### config.mk
export PLATFORM = sky130hd
export DESIGN_NAME = feed_arb
export DESIGN_NICKNAME = d
export VERILOG_FILES = /design/src/rtl/feed_arb.sv
export SDC_FILE = /design/constraint.sdc
export NUM_CORES = 1
export LEC_CHECK = 0
export CAP_MARGIN = 5
export CORE_MARGIN = 5
export CORE_UTILIZATION = 35
export CTS_CLUSTER_DIAMETER = 60
export CTS_CLUSTER_SIZE = 30
export DETAILED_ROUTE_END_ITERATION = 8
export RECOVER_POWER = 50
export SLEW_MARGIN = 20
export SYNTH_ARGS = -nofsm -noshare
export SYNTH_HDL_FRONTEND = slang
export SYNTH_SLANG_ARGS = --single-unit
export TNS_END_PERCENT = 100
### constraint.sdc
create_clock -name clk -period 2.1 [get_ports clk]
set_input_delay 0.42 -clock clk [delete_from_list [all_inputs] [get_ports clk]]
set_output_delay 0.42 -clock clk [all_outputs]
set_load 0.005 [all_outputs]
### src/rtl/feed_arb.sv
// feed_arb: two-port round-robin packet arbiter merging byte streams A and B
// onto one AXI-Stream output. Grants are held for a whole packet; a granted
// port that stalls mid-packet for LOCK_TIMEOUT cycles loses its grant.
// Optional per-port completed-packet counters: define FEED_ARB_STATS_EN.
module feed_arb #(
  parameter int CNT_W        = 32,
  parameter int LOCK_TIMEOUT = 2048
) (
  input  logic             clk,
  input  logic             rst,
  input  logic [7:0]       s0_axis_tdata,
  input  logic             s0_axis_tvalid,
  input  logic             s0_axis_tlast,
  output logic             s0_axis_tready,
  input  logic [7:0]       s1_axis_tdata,
  input  logic             s1_axis_tvalid,
  input  logic             s1_axis_tlast,
  output logic             s1_axis_tready,
  output logic [7:0]       m_axis_tdata,
  output logic             m_axis_tvalid,
  output logic             m_axis_tlast,
  output logic             m_axis_tid,
  input  logic             m_axis_tready,
  output logic             abort_pulse
`ifdef FEED_ARB_STATS_EN
  ,
  output logic [CNT_W-1:0] pkt_cnt0,
  output logic [CNT_W-1:0] pkt_cnt1
`endif
);

  // Counter only needs to reach LOCK_TIMEOUT-1; the timeout fires on the
  // stall cycle that would take it to LOCK_TIMEOUT.
  localparam int STALL_W = (LOCK_TIMEOUT > 1) ? $clog2(LOCK_TIMEOUT) : 1;
  localparam logic [STALL_W-1:0] STALL_LAST =
    STALL_W'((LOCK_TIMEOUT > 0) ? LOCK_TIMEOUT - 1 : 0);

  typedef enum logic [1:0] {IDLE, GRANT0, GRANT1} state_t;

  state_t             state_q, state_d;
  logic               rr_last_q, rr_last_d;
  logic [STALL_W-1:0] stall_q, stall_d;
  logic               abort_q, abort_d;

  logic grant0, grant1;
  logic cur_sel, cur_valid, cur_last;

  // Output mux; rst gates the grant so outputs are quiet while reset is held
  always_comb begin
    grant0         = (state_q == GRANT0) && !rst;
    grant1         = (state_q == GRANT1) && !rst;
    m_axis_tvalid  = 1'b0;
    m_axis_tdata   = '0;
    m_axis_tlast   = 1'b0;
    m_axis_tid     = 1'b0;
    s0_axis_tready = grant0 & m_axis_tready;
    s1_axis_tready = grant1 & m_axis_tready;
    if (grant0) begin
      m_axis_tvalid = s0_axis_tvalid;
      m_axis_tdata  = s0_axis_tdata;
      m_axis_tlast  = s0_axis_tlast;
    end else if (grant1) begin
      m_axis_tvalid = s1_axis_tvalid;
      m_axis_tdata  = s1_axis_tdata;
      m_axis_tlast  = s1_axis_tlast;
      m_axis_tid    = 1'b1;
    end
    abort_pulse = abort_q;
  end

  // Arbitration, packet-end detection and stall timeout
  always_comb begin
    state_d   = state_q;
    rr_last_d = rr_last_q;
    stall_d   = stall_q;
    abort_d   = 1'b0;
    cur_sel   = (state_q == GRANT1);
    cur_valid = cur_sel ? s1_axis_tvalid : s0_axis_tvalid;
    cur_last  = cur_sel ? s1_axis_tlast  : s0_axis_tlast;
    case (state_q)
      IDLE: begin
        stall_d = '0;
        if (s0_axis_tvalid && s1_axis_tvalid)
          state_d = rr_last_q ? GRANT0 : GRANT1;
        else if (s0_axis_tvalid)
          state_d = GRANT0;
        else if (s1_axis_tvalid)
          state_d = GRANT1;
      end
      GRANT0, GRANT1: begin
        if (cur_valid && m_axis_tready) begin
          stall_d = '0;
          if (cur_last) begin
            state_d   = IDLE;
            rr_last_d = cur_sel;
          end
        end else if (!cur_valid && (LOCK_TIMEOUT != 0)) begin
          if (stall_q == STALL_LAST) begin
            state_d   = IDLE;
            rr_last_d = cur_sel;
            abort_d   = 1'b1;
            stall_d   = '0;
          end else begin
            stall_d = stall_q + STALL_W'(1);
          end
        end
      end
      default: state_d = IDLE;
    endcase
  end

  // FSM and control registers
  always_ff @(posedge clk) begin
    if (rst) begin
      state_q   <= IDLE;
      rr_last_q <= 1'b1;
      stall_q   <= '0;
      abort_q   <= 1'b0;
    end else begin
      state_q   <= state_d;
      rr_last_q <= rr_last_d;
      stall_q   <= stall_d;
      abort_q   <= abort_d;
    end
  end

`ifdef FEED_ARB_STATS_EN
  logic [CNT_W-1:0] cnt0_q, cnt0_d, cnt1_q, cnt1_d;

  // Count packets completed by an accepted tlast beat; aborts never get here
  always_comb begin
    cnt0_d = cnt0_q;
    cnt1_d = cnt1_q;
    if (state_q == GRANT0 && s0_axis_tvalid && m_axis_tready && s0_axis_tlast)
      cnt0_d = cnt0_q + CNT_W'(1);
    if (state_q == GRANT1 && s1_axis_tvalid && m_axis_tready && s1_axis_tlast)
      cnt1_d = cnt1_q + CNT_W'(1);
  end

  // Packet counter registers
  always_ff @(posedge clk) begin
    if (rst) begin
      cnt0_q <= '0;
      cnt1_q <= '0;
    end else begin
      cnt0_q <= cnt0_d;
      cnt1_q <= cnt1_d;
    end
  end

  assign pkt_cnt0 = cnt0_q;
  assign pkt_cnt1 = cnt1_q;
`endif

endmodule
Yosys cells after proc, flatten, opt, wreduce, memory -nomap -nowiden
Index checks and enable logic that the tools add are counted.
{"block": "word_totals", "reg_bits": 15, "input_bits": 23, "output_inout_bits": 14, "elab_cells": 58}
{"block": "classes", "add_sub_neg": 1, "n_eq_ne": 9, "muxes": 28, "n_bitwise": 3, "reduce_logical": 13}
{"operator": "$mux 11", "count": 3}
{"operator": "$pmux 11 s2", "count": 1}
{"operator": "$mux 2", "count": 8}
{"operator": "$mux 8", "count": 2}
{"operator": "$mux 1", "count": 13}
{"operator": "$add 11x1->11 const B", "count": 1}
{"operator": "$eq 11x11->1 const B", "count": 1}
{"operator": "$ne 3x3->1 const B", "count": 3}
{"operator": "$reduce_and 4->1", "count": 2}
{"operator": "$logic_and 1x1->1", "count": 4}
{"operator": "$ne 4x4->1 const B", "count": 1}
{"operator": "$pmux 2 s2", "count": 1}
{"operator": "$reduce_bool 2->1", "count": 2}
{"operator": "$reduce_or 4->1", "count": 1}
{"operator": "$and 1x1->1", "count": 2}
{"operator": "$eq 2x1->1 const B", "count": 1}
{"operator": "$eq 2x2->1 const B", "count": 1}
{"operator": "$logic_not 2->1", "count": 1}
{"operator": "$ne 2x1->1 const B", "count": 1}
{"operator": "$ne 2x2->1 const B", "count": 1}
{"operator": "$reduce_and 2->1", "count": 1}
{"operator": "$reduce_or 2->1", "count": 1}
{"operator": "$logic_not 1->1", "count": 1}
{"operator": "$not 1->1", "count": 1}

Depth between registers and ports, before layout
Gate-level depths: netlist of the first run.
{"block": "logic_depth", "word_depth": 5, "ltp_mapped": 9, "depth_no_buf": 7}

Worst setup path after synthesis of the first run
OpenSTA, ideal clock, no wires.
{"block": "synth_timing", "kind": "register -> register", "start": "register state_q[0]", "end": "register stall_q[6]", "setup_ns": 0.128, "arrival_time_ns": 1.705, "required_time_ns": 1.972, "setup_slack_ns": 0.268, "stages_incl_launch_ff": 10, "path_buffers": 2, "period_less_slack_ns": 1.832, "path_cell_list": "dfxtp_1 > inv_1 > ha_1 > buf_6 > mux2_4 > a31o_1 > buf_6 > a31o_1 > a21oi_1 > nor2_1"}
{"block": "synth_via", "elab_chain_cells": 5, "elab_cells_between_ends": 11, "cone_classes": "3 x eq/ne; 3 x mux; 5 x reduce/logical"}
{"item": "start, declared", "line": "40", "rtl": "state_t state_q, state_d;"}
{"item": "start signal, assigned", "line": "120", "rtl": "state_q <= state_d;"}
{"item": "$eq 2x2->1 *", "line": "77", "rtl": "cur_sel = (state_q == GRANT1);"}
{"item": "via cur_sel", "line": "46", "rtl": "logic cur_sel, cur_valid, cur_last;"}
{"item": "$mux 1", "line": "78", "rtl": "cur_valid = cur_sel ? s1_axis_tvalid : s0_axis_tvalid;"}
{"item": "$logic_and 1x1->1", "line": "91", "rtl": "if (cur_valid && m_axis_tready) begin"}
{"item": "$mux 11 / $ne 3x3->1 (equally long branches)"}
{"item": "$pmux 11 s2 / $reduce_and 2->1 (equally long branches)"}
{"item": "end signal, assigned", "line": "122", "rtl": "stall_q <= stall_d;"}
{"item": "end, declared", "line": "42", "rtl": "logic [STALL_W-1:0] stall_q, stall_d;"}
Mark *: on every way through the listed nets, which the timed path passes. The rest lies on a longest branch.
A chain may end at the register's enable or synchronous reset.

Worst setup path in the final report of the first run
{"block": "layout_timing", "start": "register state_q[1]", "end": "register state_q[1]"}
{"block": "layout_via", "elab_chain_cells": 5, "elab_cells_between_ends": 14, "cone_classes": "6 x eq/ne; 4 x mux; 4 x reduce/logical"}
{"item": "$eq 2x2->1 *", "line": "77"}
{"item": "via cur_sel", "line": "46"}
{"item": "$mux 1", "line": "78"}
{"item": "$logic_and 1x1->1", "line": "91"}
{"item": "$ne 3x3->1 (no source line) / $mux 2 (equally long branches)"}
{"item": "$reduce_and 4->1 (no source line) / $pmux 2 s2 (equally long branches)"}
Marked as above.

==> metrics.md, run 1 <==
| Metric | Value |
|---|---|
| Post-Syn Nets | `181` |
| Critical-path top delay cell | `dfxtp_2` |
| Hold/Removal Path Class | `flip-flop to flip-flop` |
| CP Buf/Inv Count | `2` |
| Slew Viols, Final | `0` |
| Pre-antenna DRT Iters | `4` |
| Reg2Reg Capture Point | `state_q[1]$_SDFFE_PP0P_` |
| R2R Path Start | `state_q[1]$_SDFFE_PP0P_` |
| Critical Path Source | `state_q[1]$_SDFFE_PP0P_` |
| Initial Util | `0.3676` |
| Pin count of the biggest net entering global routing | `16` |
| Final-stage net count | `about 230` |
| Boundary pin count | `37` |
| Antenna violations before repair | `0` |
| Top-area cell type share of the netlist area | `0.2676` |
| Number of port buffers | `36` |
| Avg Cell Area, Syn | `around 7.3 um2` |
| Die width | `66.63 um` |
| Reg-to-reg slack, setup | `0.09 ns` |
| Number of synthesized register bits | `15` |
| Critical Path Stages | `8` |
| Clock buffer depth | `2` |
| Area growth syn-to-layout | `55.52%` |
| Num CTS Buffers | `3` |
| H-Tree Level Count | `1` |
| Vias in the first global route | `about 1300` |
| Core box area | `approximately 3000 um2` |
| Setup TNS Final | `0 ns` |
| Family with the most delay on the worst path | `compound AO/OA/AOI/OAI gates` |
| Worst setup SP type | `flip-flop` |
| Root buf cell | `clkbuf_4` |
| Outcome | `completed` |
| Pwr per Cell Area | `732.8 nW/um2` |
| Fill count | `297` |
| Ant diodes | `0` |
| Worst setup EP type | `flip-flop` |
| Share of layout cells above drive strength 1 | `0.1854` |
| CTS tree | `built` |
| Setup CP Type | `flip-flop to flip-flop` |
| Most frequent CP cell | `buf_4` |
| Max_cap viols | `0` |
| Die H | `around 67 um` |
| Register-to-Register Path Depth | `8` |
| Wire length of the first global-routing pass | `about 5700 um` |
| Clk sinks | `15` |
| Clk_skew | `roughly 0.0055 ns` |
| Rel. slew slack | `0.7319` |
| Crit path to | `state_q[1]$_SDFFE_PP0P_` |
| Predominant post-synthesis flop cell | `dfxtp_1` |
| EDFF count, synth | `0` |
| Most common cell after layout, fill and taps aside | `nor2_1` |
| Non-Filler Instances | `around 250` |
| CTS Hold Bufs | `0` |
| WP data arrival | `between 2 and 2.5 ns` |
| Achievable clock frequency | `497.1 MHz` |
| Ranking of synthesized cells by area | `dfxtp_1 27%, a21oi_1 8.5%, nor2_1 8.4%` |
| Clock-pin slew on the worst setup and hold paths | `about 0.09 ns` |
| Crit path cell chain | `buf_4 -> ha_4 -> buf_4 -> mux2_4 -> a22o_1 -> a221oi_4 -> o2111ai_2 -> o41ai_1` |
| Part of the cycle the worst path needs | `0.9580` |
| Row cnt | `20` |
| Crit-path max FO | `6` |
| Yosys warnings | `0` |
| Residual DRC | `0` |
| Total global routing track utilization | `0.1663` |
| Total global routing overflow | `0` |
| Via count | `roughly 1300` |
| Die area | `roughly 4400 um2` |
| GP Congestion | `between 0.7 and 0.8` |
| Post-synth ARST share | `0` |
| Biggest area consumer among synthesized cells | `dfxtp_1` |
| Setup Viol. Count Final | `0` |
| Least-Margin Pin Slew | `0.4009 ns` |
| Final ANT Viol Nets | `0` |
| Fin crit period | `2.012 ns` |
| Synthesized instance count | `154` |
| Synthesized area | `around 1100 um2` |
| Hold path startpoint | `stall_q[9]$_SDFFE_PP0P_` |
| Most frequent cells in the layout | `24 x nor2_1, 21 x clkdlybuf4s50_1, 18 x a21oi_1, 16 x nand2_1, 15 x buf_4` |
| Routed len/inst | `13.85 um` |
| Final Hold Fails | `0` |
| Leak | `about 0.74 nW` |
| Initial detailed-routing violation count | `72` |
| Routed WL | `~3400 um` |
| Cell total after placement | `roughly 240` |
| WP data required | `2.28 ns` |
| Clk_lat worst skew | `0.29 ns` |
| Vias per cell | `approximately 5.2` |
| Distinct cells, synth | `39` |
| Worst path max stage delay | `about 0.33 ns` |
| Sequential element share of the synthesized area | `0.2676` |
| Hpwl dp | `around 2500 um` |
| Peak VDD IR | `0.0004560 V` |
-- worst min path at each step --
stage               slack (ns)                 endpoint  cells past startpoint
detailed placement        0.50  stall_q[9]$_SDFFE_PP0P_                      2
floorplan                 0.47  stall_q[9]$_SDFFE_PP0P_                      2
global route              0.54  stall_q[9]$_SDFFE_PP0P_                      2
CTS                       0.52  stall_q[9]$_SDFFE_PP0P_                      2
global placement          0.49  stall_q[9]$_SDFFE_PP0P_                      2
finish                    0.51  stall_q[9]$_SDFFE_PP0P_                      2
-- routing by layer --
layer	GRT usage	vias to the layer above	routed length [um]
met5	0	-	0
met4	0.06345	0	76
met3	0.04384	8	265
met1	0.1941	568	1598
met2	0.2871	45	1508
li1	-	669	-
-- cell usage after synthesis (2+ instances only) --
| library cell | n |
|---|---|
| a311oi_1 | 2 |
| o22ai_1 | 2 |
| nand2b_1 | 2 |
| nor3_1 | 4 |
| a21oi_1 | 19 |
| a31oi_1 | 4 |
| and3_1 | 6 |
| buf_6 | 3 |
| nand2_1 | 16 |
| ha_1 | 4 |
| dfxtp_1 | 15 |
| nand3_1 | 8 |
| o21ai_0 | 2 |
| inv_1 | 6 |
| a31o_1 | 2 |
| or3_1 | 2 |
| mux2i_1 | 2 |
| nand4_1 | 3 |
| nor3b_1 | 2 |
| buf_1 | 3 |
| clkbuf_1 | 4 |
| nor2_1 | 25 |
| o41ai_1 | 2 |
-- flip-flops by register name, indices dropped and copies added (netlist names) --
name,count
stall_q,11
state_q,2
abort_pulse,1
rr_last_q,1
-- worst min-delay path, cell delays in order, from the launching register on --
cell and delay, ns:
dfxtp_1 0.35, nand3_1 0.07, a21oi_1 0.05
-- repair_timing --
item                                    4_1_cts  5_1_grt
gates resized for setup                      20        9
gates cloned                                  1        0
buffers inserted                              1        0
endpoints found under the setup margin       14        8
-- metrics by stage --
step	hold WS, ns	instance area (um2)	total power [mW]	util	worst slack (ns)
floorplan	0.4665	1122	0.7443	-	0.2677
global placement	0.4885	1645	1.026	0.5389	-0.05896
detailed placement	0.5039	1645	1.047	0.5389	-0.08542
CTS	0.5161	1722	1.271	0.5639	0.01490
global route	0.5357	1745	1.377	0.5717	-0.01008
finish	0.5141	1745	1.279	0.5717	0.08814
-- logic make-up (layout without fill, tap and decap cells) --
| family | Yosys count | count (layout) | synth area share |
|---|---|---|---|
| AO/OA/AOI/OAI | 41 | 41 | 0.2397 |
| adder cells (fa/ha/maj) | 4 | 4 | 0.04459 |
| buffers and inverters | 16 | 67 | 0.07357 |
| flip-flops | 15 | 15 | 0.2676 |
| multiplexers | 3 | 3 | 0.03121 |
| AND/OR/NAND/NOR | 75 | 75 | 0.3434 |
-- where the power goes --
part	internal (mW)	switching (mW)	leakage, nW
Sequential	0.305	0.0190	0.122
Combinational	0.397	0.390	0.599
Clock	0.0740	0.0945	0.0150
Total	0.776	0.503	0.736
-- layout make-up --
class / count / area, um2 / area share
clock buffer: 4 / 26.28 / 0.01505
inverter: 6 / 22.52 / 0.01290
sequential: 15 / 302.8 / 0.1735
tap: 44 / 55.05 / 0.03154
timing repair buffer: 57 / 549.3 / 0.3147
multi-input combinational: 123 / 789.5 / 0.4523
Note: power is estimated with default switching activity, not from simulation.
==> run 2, diff against run 1 <==
--- a/config.mk
+++ b/config.mk
@@ -12,7 +12,7 @@
 export CTS_CLUSTER_SIZE = 30
 export DETAILED_ROUTE_END_ITERATION = 8
 export RECOVER_POWER = 50
-export SLEW_MARGIN = 20
+export SLEW_MARGIN = 5
 export SYNTH_ARGS = -nofsm -noshare
 export SYNTH_HDL_FRONTEND = slang
 export SYNTH_SLANG_ARGS = --single-unit
==> constraint.sdc (replaced) <==
create_clock -name clk -period 2.51 [get_ports clk]
set_input_delay 0.502 -clock clk [delete_from_list [all_inputs] [get_ports clk]]
set_output_delay 0.502 -clock clk [all_outputs]
set_load 0.005 [all_outputs]
==> run 2 against run 1 <==
Power fell by 29%. Sequential power fell by 17%. Critical path depth fell by 3. Worst setup slack improved by 0.057 ns. Via count fell by 6.1%. Sequential share of layout area rose by 2.0 points. Design area fell by 11%. Critical endpoint is now m_axis_tid. Clock skew fell by 0.0024 ns. Largest cell class unchanged.
==> metrics.md, run 2 (same netlist as run 1, synthesis figures left out) <==
| Metric | Value |
|---|---|
| Outcome | `completed` |
| Die H | `66.63 um (unchanged)` |
| Antenna violations before repair | `0 (unchanged)` |
| Clk_skew | `0.003087 ns (-0.002406 ns)` |
| Total global routing overflow | `0 (unchanged)` |
| Residual DRC | `0 (unchanged)` |
| Pint | `0.5306 mW (-32%)` |
| Max reg flops | `11 (unchanged)` |
| Share of layout cells above drive strength 1 | `0.07407 (-0.1113)` |
| Slew Viols, Final | `0 (unchanged)` |
| Reg-to-reg slack, setup | `0.24 ns (+0.15 ns)` |
| Setup CP Type | `flip-flop to output port` |
| Vias in the first global route | `1076 (-16%)` |
| Clk_lat worst skew | `0.30 ns (about the same)` |
| P_sw | `0.3807 mW (-24%)` |
| Worst path max stage delay | `0.55 ns (+0.22 ns)` |
| Reg2Reg Capture Point | `state_q[1]$_SDFFE_PP0P_` |
| Hold EP | `stall_q[5]$_SDFFE_PP0P_` |
| Root buf cell | `clkbuf_4` |
| Most frequent cells in the layout | `35 x clkdlybuf4s50_1, 25 x nor2_1, 19 x a21oi_1, 17 x nand2_1, 15 x dfxtp_1` |
| Least-Margin Pin Slew | `0.4960 ns (+0.09508 ns)` |
| Top reg by flops | `stall_q` |
| Routed len/inst | `13.06 um (-5.7%)` |
| Number of port buffers | `36 (unchanged)` |
| Peak VDD IR | `0.0004115 V (-9.8%)` |
| Crit-path max FO | `12 (+6)` |
| Combinational power share | `0.543 (-0.072)` |
| Row cnt | `20 (unchanged)` |
| CTS Hold Bufs | `0 (unchanged)` |
| Pwr per Cell Area | `587.4 nW/um2 (-20%)` |
| Via count | `1211 (-6.1%)` |
| Biggest regs | `stall_q x11, state_q x2` |
| Critical-path top delay cell | `clkdlybuf4s50_1` |
| Hold_ws | `0.5147 ns (+0.0005060 ns)` |
| Routed WL | `3043 um (-12%)` |
| Clock-pin slew on the worst setup and hold paths | `0.10 ns (about the same)` |
| Rel. slew slack | `0.6693 (-0.06256)` |
| M1 wire length | `1426 um (-11%)` |
| Pin count of the biggest net entering global routing | `23 (+7)` |
| Hold Path Depth | `2 (unchanged)` |
| Pre-antenna DRT Iters | `4 (unchanged)` |
| Met3 WL | `267 um (+0.75%)` |
| Area growth syn-to-layout | `38.24%` |
| Hold path startpoint | `stall_q[5]$_SDFFE_PP0P_` |
| Met2 WL | `1318 um (-13%)` |
| Hpwl dp | `2276 um (-11%)` |
| CTS tree | `built` |
| Leak | `0.5707 nW (-23%)` |
| Register-to-Register Path Depth | `8 (unchanged)` |
| Post-CTS setup buffers | `0 (-1)` |
| Crit path cell chain | `inv_2 -> ha_4 -> buf_4 -> nor3b_1 -> clkdlybuf4s50_1` |
| Worst setup SP type | `flip-flop` |
| Setup TNS Final | `0 ns (unchanged)` |
| Multi-input gate area | `752.0 um2 (-4.8%)` |
| Setup Viol. Count Final | `0 (unchanged)` |
| Flop pwr share | `0.296 (+0.043)` |
| Hold/Removal Path Class | `flip-flop to flip-flop` |
| Ant diodes | `0 (unchanged)` |
| Vias per cell | `5.197 (+0.32%)` |
| R2R Path Start | `state_q[0]$_SDFFE_PP0P_` |
| WP data arrival | `1.86 ns (-0.33 ns)` |
| Final Hold Fails | `0 (unchanged)` |
| Final ANT Viol Nets | `0 (unchanged)` |
| Achievable clock frequency | `around 420 MHz` |
| Fill count | `317 (+6.7%)` |
| H-Tree Level Count | `1 (unchanged)` |
| Initial detailed-routing violation count | `67 (-6.9%)` |
| Register area | `300.3 um2 (-0.83%)` |
| Clk sinks | `15 (unchanged)` |
| Max Used Layer | `met4` |
| Sw frac | `0.4177 (+0.02428)` |
| Die width | `66.63 um (unchanged)` |
| Die area | `4439 um2 (unchanged)` |
| Wire length of the first global-routing pass | `5002 um (-13%)` |
| WP data required | `2.01 ns (-0.27 ns)` |
| GP Congestion | `0.8111 (+3.8%)` |
| Part of the cycle the worst path needs | `0.9422` |
| Num CTS Buffers | `3 (unchanged)` |
| Final-stage net count | `217 (-6.9%)` |
| Boundary pin count | `37 (unchanged)` |
| Most common cell after layout, fill and taps aside | `clkdlybuf4s50_1` |
| Initial Util | `0.3676 (unchanged)` |
| Clock buffer depth | `2 (unchanged)` |
| Total Power | `0.9113 mW (-29%)` |
| RSZ-0062 raised after global routing | `false` |
| Power share of the clock group | `0.161 (+0.029)` |
| Core box area | `3053 um2 (unchanged)` |
| Total global routing track utilization | `0.1428 (-0.02345)` |
| Max_cap viols | `0 (unchanged)` |
| Worst setup EP type | `output port` |
| Fin crit period | `2.365 ns` |
run 2: how the worst max path moves through the flow:
stage                                   end  cells after the start                    start
floorplan           stall_q[6]$_SDFFE_PP0P_                      9  state_q[0]$_SDFFE_PP0P_
finish                           m_axis_tid                      5  state_q[0]$_SDFFE_PP0P_
global placement               m_axis_tlast                      6            s1_axis_tlast
detailed placement             m_axis_tlast                      6            s1_axis_tlast
CTS                              m_axis_tid                      5  state_q[0]$_SDFFE_PP0P_
global route                     m_axis_tid                      5  state_q[0]$_SDFFE_PP0P_
run 2: worst max-delay path: cells and delay by family (launching register included):
kind,cells,cell delay (ns)
buf+inv,3,0.82
flops,1,0.36
fa+ha+maj,1,0.21
simple gates,1,0.18
run 2: cell type report:
cell class | instances | share of cell area
inverters | 6 | 0.01452
multi-input cells | 123 | 0.4847
clock inverters | 1 | 0.003226
clock buffers | 3 | 0.01452
well taps | 44 | 0.03548
flip-flops and latches | 15 | 0.1935
repair buffers | 41 | 0.2540
run 2: metal layers:
layer / up-vias / global-route usage
li1: 631 / -
met1: 534 / 0.1892
met2: 43 / 0.2252
met3: 3 / 0.03035
met4: 0 / 0.05330
met5: - / 0
run 2: power groups by stage:
stage	clock [mW]	combinational (mW)	sequential, mW
6_report	0.147	0.495	0.270
5_1_grt	0.167	0.547	0.272
4_1_cts	0.151	0.496	0.264
3_5_place_dp	0	0.489	0.270
3_3_place_gp	0	0.485	0.269
2_1_floorplan	0	0.355	0.267
run 2: stage by stage:
| stage | setup WS (ns) | cells | utilization | cell area, um2 |
|---|---|---|---|---|
| floorplan | 0.6777 | 154 | - | 1122 |
| global placement | 0.1935 | 229 | 0.4963 | 1515 |
| detailed placement | 0.1681 | 229 | 0.4963 | 1515 |
| CTS | 0.007003 | 233 | 0.5070 | 1548 |
| global route | 0.03947 | 233 | 0.5082 | 1551 |
| finish | 0.1451 | 233 | 0.5082 | 1551 |
run 2: what timing repair did:
item,in CTS,in global routing
pin swaps,0,1
endpoints found under the setup margin,13,12
resized for setup,2,3
